==> src/rtl/io_uart_tx_if.sv <==
// Core IO memory-stage bus: byte address, write data/strobe and combinational read data.
interface io_uart_tx_if;
  logic [31:0] IO_mem_addr;
  logic [31:0] IO_mem_wdata;
  logic        IO_mem_wr;
  logic [31:0] IO_mem_rdata;

  modport master (output IO_mem_addr, output IO_mem_wdata, output IO_mem_wr, input IO_mem_rdata);
  modport slave  (input IO_mem_addr, input IO_mem_wdata, input IO_mem_wr, output IO_mem_rdata);
endinterface

==> src/rtl/io_uart_tx.sv <==
// Memory-mapped LED register plus FIFO-buffered 8N1 UART transmitter.
// Word-address bits select targets one-hot: bit0 LED, bit1 UART data/status, bit2 status-clear.
module io_uart_tx #(
  parameter int BAUD_DIV  = 234,
  parameter int FIFO_LOG2 = 3
) (
  input  logic          clk,
  input  logic          resetn,
  io_uart_tx_if.slave   bus,
  output logic          uart_txd,
  output logic [5:0]    leds
);
  localparam int DEPTH = 1 << FIFO_LOG2;
  localparam logic [15:0] BAUD_RELOAD = 16'(BAUD_DIV - 1);

  typedef enum logic [1:0] {IDLE, START, DATA, STOP} state_t;

  state_t               state;
  logic [15:0]          baud;
  logic [2:0]           bit_idx;
  logic [7:0]           shift;
  logic [7:0]           mem [DEPTH];
  logic [FIFO_LOG2-1:0] wr_ptr, rd_ptr;
  logic [FIFO_LOG2:0]   count;
  logic                 overflow;

  logic [13:0] word;
  logic        sel_led, sel_uart, sel_clr;
  logic        fifo_empty, fifo_full, pop, push, drop, busy;
  logic [7:0]  head;

  assign word     = bus.IO_mem_addr[15:2];
  assign sel_led  = bus.IO_mem_wr & word[0];
  assign sel_uart = bus.IO_mem_wr & word[1];
  assign sel_clr  = bus.IO_mem_wr & word[2];

  assign fifo_empty = (count == '0);
  assign fifo_full  = (count == (FIFO_LOG2+1)'(DEPTH));
  assign head       = mem[rd_ptr];
  // A pop frees a slot in the same edge, so a push to a full FIFO still lands then.
  assign pop  = !fifo_empty && (state == IDLE || (state == STOP && baud == '0));
  assign push = sel_uart && (!fifo_full || pop);
  assign drop = sel_uart && fifo_full && !pop;
  assign busy = !fifo_empty || (state != IDLE);

  always_comb begin
    bus.IO_mem_rdata = '0;
    if (word[1])
      bus.IO_mem_rdata = {21'b0, overflow, busy, fifo_full, 4'b0, 4'(count)};
    else if (word[0])
      bus.IO_mem_rdata = {26'b0, leds};
  end

  always_ff @(posedge clk) begin
    if (resetn && push) mem[wr_ptr] <= bus.IO_mem_wdata[7:0];
  end

  always_ff @(posedge clk) begin
    if (!resetn) begin
      wr_ptr   <= '0;
      rd_ptr   <= '0;
      count    <= '0;
      overflow <= 1'b0;
      leds     <= '0;
    end else begin
      if (sel_led) leds <= bus.IO_mem_wdata[5:0];
      if (push) wr_ptr <= wr_ptr + 1'b1;
      if (pop)  rd_ptr <= rd_ptr + 1'b1;
      case ({push, pop})
        2'b10:   count <= count + 1'b1;
        2'b01:   count <= count - 1'b1;
        default: ;
      endcase
      // A dropped byte wins over a simultaneous clear.
      if (drop)         overflow <= 1'b1;
      else if (sel_clr) overflow <= 1'b0;
    end
  end

  always_ff @(posedge clk) begin
    if (!resetn) begin
      state    <= IDLE;
      uart_txd <= 1'b1;
      baud     <= '0;
      bit_idx  <= '0;
      shift    <= '0;
    end else begin
      case (state)
        IDLE: begin
          uart_txd <= 1'b1;
          if (!fifo_empty) begin
            shift    <= head;
            baud     <= BAUD_RELOAD;
            state    <= START;
            uart_txd <= 1'b0;
          end
        end
        START: begin
          if (baud == '0) begin
            baud     <= BAUD_RELOAD;
            bit_idx  <= '0;
            state    <= DATA;
            uart_txd <= shift[0];
          end else begin
            baud <= baud - 16'd1;
          end
        end
        DATA: begin
          if (baud == '0) begin
            baud  <= BAUD_RELOAD;
            shift <= shift >> 1;
            if (bit_idx == 3'd7) begin
              state    <= STOP;
              uart_txd <= 1'b1;
            end else begin
              bit_idx  <= bit_idx + 3'd1;
              uart_txd <= shift[1];
            end
          end else begin
            baud <= baud - 16'd1;
          end
        end
        STOP: begin
          if (baud == '0) begin
            // Chain straight into the next start bit when more data is queued.
            if (!fifo_empty) begin
              shift    <= head;
              baud     <= BAUD_RELOAD;
              state    <= START;
              uart_txd <= 1'b0;
            end else begin
              state <= IDLE;
            end
          end else begin
            baud <= baud - 16'd1;
          end
        end
        default: state <= IDLE;
      endcase
    end
  end

  logic unused_bits;
  assign unused_bits = ^{bus.IO_mem_addr[31:16], bus.IO_mem_addr[1:0], word[13:3], bus.IO_mem_wdata[31:8]};
endmodule
==> src/flat_wrapper.sv <==
// flat-port wrapper written by rule: the top's interface ports become plain ports
module io_uart_tx_flat 
#(
  parameter int BAUD_DIV  = 234,
  parameter int FIFO_LOG2 = 3
)
  (clk, resetn, uart_txd, leds, bus_IO_mem_addr, bus_IO_mem_wdata, bus_IO_mem_wr, bus_IO_mem_rdata);
  io_uart_tx_if bus_i ();
  input  logic clk;
  input  logic resetn;
  output logic uart_txd;
  output logic [5:0] leds;
  input wire logic [$bits(bus_i.IO_mem_addr)-1:0] bus_IO_mem_addr;
  input wire logic [$bits(bus_i.IO_mem_wdata)-1:0] bus_IO_mem_wdata;
  input wire logic [$bits(bus_i.IO_mem_wr)-1:0] bus_IO_mem_wr;
  output wire logic [$bits(bus_i.IO_mem_rdata)-1:0] bus_IO_mem_rdata;
  assign bus_i.IO_mem_addr = bus_IO_mem_addr;
  assign bus_i.IO_mem_wdata = bus_IO_mem_wdata;
  assign bus_i.IO_mem_wr = bus_IO_mem_wr;
  assign bus_IO_mem_rdata = bus_i.IO_mem_rdata;
  io_uart_tx #(.BAUD_DIV(BAUD_DIV), .FIFO_LOG2(FIFO_LOG2)) u_core (.clk(clk), .resetn(resetn), .bus(bus_i), .uart_txd(uart_txd), .leds(leds));
endmodule
==> config.mk <==
export PLATFORM = sky130hd
export DESIGN_NAME = io_uart_tx_flat
export DESIGN_NICKNAME = d
export VERILOG_FILES = /design/src/rtl/io_uart_tx_if.sv /design/src/rtl/io_uart_tx.sv /design/src/flat_wrapper.sv
export SDC_FILE = /design/constraint.sdc
export NUM_CORES = 1
export LEC_CHECK = 0
export ABC_AREA = 1
export CAP_MARGIN = 15
export CORE_MARGIN = 8
export CORE_UTILIZATION = 46
export CTS_BUF_LIST = sky130_fd_sc_hd__clkbuf_4 sky130_fd_sc_hd__clkbuf_8
export DETAILED_ROUTE_END_ITERATION = 7
export PLACE_DENSITY = 0.72
export RECOVER_POWER = 25
export SKIP_LAST_GASP = 1
export SLEW_MARGIN = 20
export SYNTH_ARGS = -nofsm -noshare
export SYNTH_HDL_FRONTEND = slang
export SYNTH_SLANG_ARGS = --single-unit
export TNS_END_PERCENT = 20
==> constraint.sdc <==
create_clock -name clk -period 2.44 [get_ports clk]
set_input_delay 0.488 -clock clk [delete_from_list [all_inputs] [get_ports clk]]
set_output_delay 0.488 -clock clk [all_outputs]
set_load 0.02 [all_outputs]
==> summary.txt <==
Yosys
  – Mux cell area share after synthesis: 0%
  – Synth async-reset ratio: 0%
  – Simple-gate share of the synthesized area: 20.7%
  – Number of synthesized flops with an enable pin: 64
  – Synth Area in Adders: 2.74%
  – Synth Instances: 592
  – Sequential element share of the synthesized area: 53.3%
  – FF+latch count, synth: 114
  – Distinct cell type count after synthesis: 45
  – Syn avg cell area: 9.26 um^2
  – XOR/XNOR Fraction of Synth Area: 1.44%
  – Post-synthesis compound-gate area fraction: 14.0%
  – Synth Flop Type: edfxtp_1
  – Yosys warnings: 0
  – Syn Std Cell Area: 5480 um^2
  – Largest family of logic cells by synthesized area: simple AND/OR/NAND/NOR gates

Clock network
  – Bufs on Longest Clock Path: 2
  – Htree depth: 4
  – Sink count of the clock tree: 114
  – Insertion delay to the later sink of the worst-skew pair: 0.43 ns
  – TritonCTS clock tree: built
  – Clock root cell: clkbuf_8
  – Hold_buf cts: 0
  – TritonCTS Buffers: 17
  – Post-CTS Setup Bufs: 0
  – Clock transition at path regs: 0.07 ns

Timing
  – Minimum clock period: 2.44 ns
  – Fin crit share: 100%
  – Clock skew: 0.0107 ns
  – Count of final setup violators: 1
  – Fin worst setup slack: -0.000909 ns
  – RSZ-0062 raised after global routing: yes
  – Maximum clock rate: 0.410 GHz
  – Relative slew margins: 64.7%
  – Hold Slack: 0.470 ns
  – Final hold vios: 0
  – Fin. max-slew vios: 0
  – Worst Max-Slew Pin Slew: 0.529 ns

Flow run
  – Max-cap violations: 0

Die
  – Die H: 125 um
  – Initial core utilization: 46.4%
  – Die area: 15700 um^2
  – I/O pins: 106
  – Area of the core: 11800 um^2
  – Placement Rows: 40
  – Die span in x: 125 um

Worst setup path
  – WP data arrival: 1.95 ns
  – Largest fanout on the critical path: 9
  – Crit-path most repeated cell: clkdlybuf4s50_1
  – Setup CP Type: in2out
  – Critical path's slowest cell: clkdlybuf4s50_1
  – Reg2reg setup slack: 0.27 ns
  – Crit-path max cell delay: 0.65 ns
  – CP delay by family, top: buffers and inverters
  – CP cell instances: clkdlybuf4s50_1 -> inv_1 -> o21ai_0 -> clkdlybuf4s50_1
  – Buf+Inv Stages, Crit Path: 3
  – WP data required: 1.95 ns
  – Crit. End Element: output pin
  – CP Launch Type: input pin

Route
  – Post-route ant nets: 0
  – Vias: 4168
  – DR DRC count: 0
  – Detailed Route WL: 11700 um
  – Post-DR wirelength/cell: 14.6 um
  – Via/cell ratio: 5.19
  – First-pass DRT Iterations: 4
  – Initial DRC Count: 252

Outcome
  – Failing checks: negative setup slack
  – Status: finished with violations

Placed design
  – Hpwl dp: 8360 um
  – Placement Setup Slack: 0.0136 ns
  – IO buf count: 29
  – Gpl congestion: 0.821

Final layout
  – Antenna cells: 0
  – Most frequent cells in the layout: 87 x nand2_1, 69 x nor2_1, 64 x edfxtp_1, 58 x o21ai_0, 50 x dfxtp_1
  – Total area of sequential cells: 2920 um^2
  – Commonest non-fill, non-tap cell in the layout: nand2_1
  – # fillers: 989
  – Area growth from synthesis to layout: 16.8%
  – Layout cell share with drive strength beyond 1: 14.3%
  – Area of the multi-input gates: 2220 um^2
  – Nets: 722

GRT
  – First-pass GRT wire length: 19000 um
  – GRT Resource Usage Total: 15.1%
  – Vias in the first global route: 4124
  – Initial antenna violation count: 0
  – Largest net degree at the start of global routing: 33
  – Total grt overflow: 0

Power and ir drop
  – VDD IR-drop max: 544 uV
  – Pwr dens: 1070 nW/um^2
  – Leak: 0.00249 uW

Worst hold path
  – Worst hold path type: reg2reg
sequential cells by signal (all words and copies together) (netlist names), named ones only:
name and count:
u_core.baud 16, u_core.leds 6, u_core.mem 64, u_core.wr_ptr 3, u_core.bit_idx 3, u_core.uart_txd 1, u_core.rd_ptr 3, u_core.overflow 1
u_core.shift 8, u_core.state 2, u_core.count 4
worst paths after layout:
kind                                 start  depth (start not counted)                         end
min          u_core.rd_ptr[2]$_SDFFE_PN0N_                          2                    register
max                     bus_IO_mem_addr[3]                          4         bus_IO_mem_rdata[2]
min reg2reg  u_core.rd_ptr[2]$_SDFFE_PN0N_                          2                    register
max reg2reg      u_core.baud[0]$_SDFF_PN0_                         13  u_core.mem[0][4]$_DFFE_PP_
Yosys cell counts (3+ instances only):
cell type	n	area share, %
nand2_1	87	6.0
a21oi_1	37	3.4
nor2_1	69	4.7
inv_2	4	0.27
xor2_1	7	1.1
o22ai_1	16	1.8
a211oi_1	4	0.55
o211ai_1	8	1.1
nor3_2	7	1.3
nor2_2	8	0.91
dfxtp_1	50	18
clkbuf_1	15	1.0
nand2_4	7	1.4
o21ai_1	4	0.37
nand4_1	4	0.46
o21ai_0	58	5.3
edfxtp_1	64	35
nand3_4	3	0.96
nand3b_1	3	0.41
nor3_1	4	0.37
nand3_1	30	2.7
ha_1	12	2.7
inv_1	41	2.8
nand2_2	3	0.34
buf_4	24	3.3
layer usage:
metal | part of all wire (%) | track usage, % | vias to the layer above
li1 | - | - | 2092
met1 | 42 | 16.8 | 1970
met2 | 51 | 25.7 | 96
met3 | 6.4 | 4.93 | 10
met4 | 0.76 | 7.02 | 0
met5 | 0 | 0 | -
power by group:
part / switching (uW) / total [uW] / internal (uW)
Sequential: 180 / 2400 / 2220
Clock: 804 / 1720 / 917
Combinational: 1780 / 2730 / 957
Total: 2760 / 6860 / 4100
tightest hold or removal path, cell delays in order (launching register included):
cell	delay [ns]
dfxtp_1	0.31
inv_1	0.05
a21oi_1	0.06
metrics by stage:
stage | std cells | setup TNS [ns] | instance area (um^2) | total power [uW] | util, %
2_1_floorplan | 614 | 0 | 5570 | 4520 | -
4_1_cts | 803 | -0.0724 | 6400 | 6890 | 54.2
3_5_place_dp | 771 | 0 | 6010 | 5160 | 50.9
5_1_grt | 803 | -0.284 | 6400 | 7320 | 54.2
3_3_place_gp | 771 | 0 | 6010 | 5050 | 50.9
6_report | 803 | -0.000909 | 6400 | 6860 | 54.2
logic make-up (layout without fill, tap and decap cells):
| group | Yosys count | after routing |
|---|---|---|
| other | 1 | 23 |
| AOI/OAI and AO/OA | 136 | 136 |
| xor gates and xnor gates | 9 | 9 |
| and+or+nand+nor | 231 | 231 |
| DFF | 114 | 114 |
| buffers and inverters | 89 | 131 |
| adders and majority gates | 12 | 12 |
timing repair:
action / CTS / global route
resized for setup: 1 / 1
pin swaps: 0 / 0
endpoints found under the setup margin: 2 / 6
endpoints found under the hold margin: 0 / 0
cell type report:
cell class | count | share of cell area, %
flip-flops and latches | 114 | 45.7
multi-input cells | 411 | 34.6
repair buffers | 51 | 7.91
clock buffers | 17 | 3.65
well taps | 147 | 2.87
inverters | 48 | 2.83
clock inverters | 15 | 2.46
(Power assumes the default switching activity.)
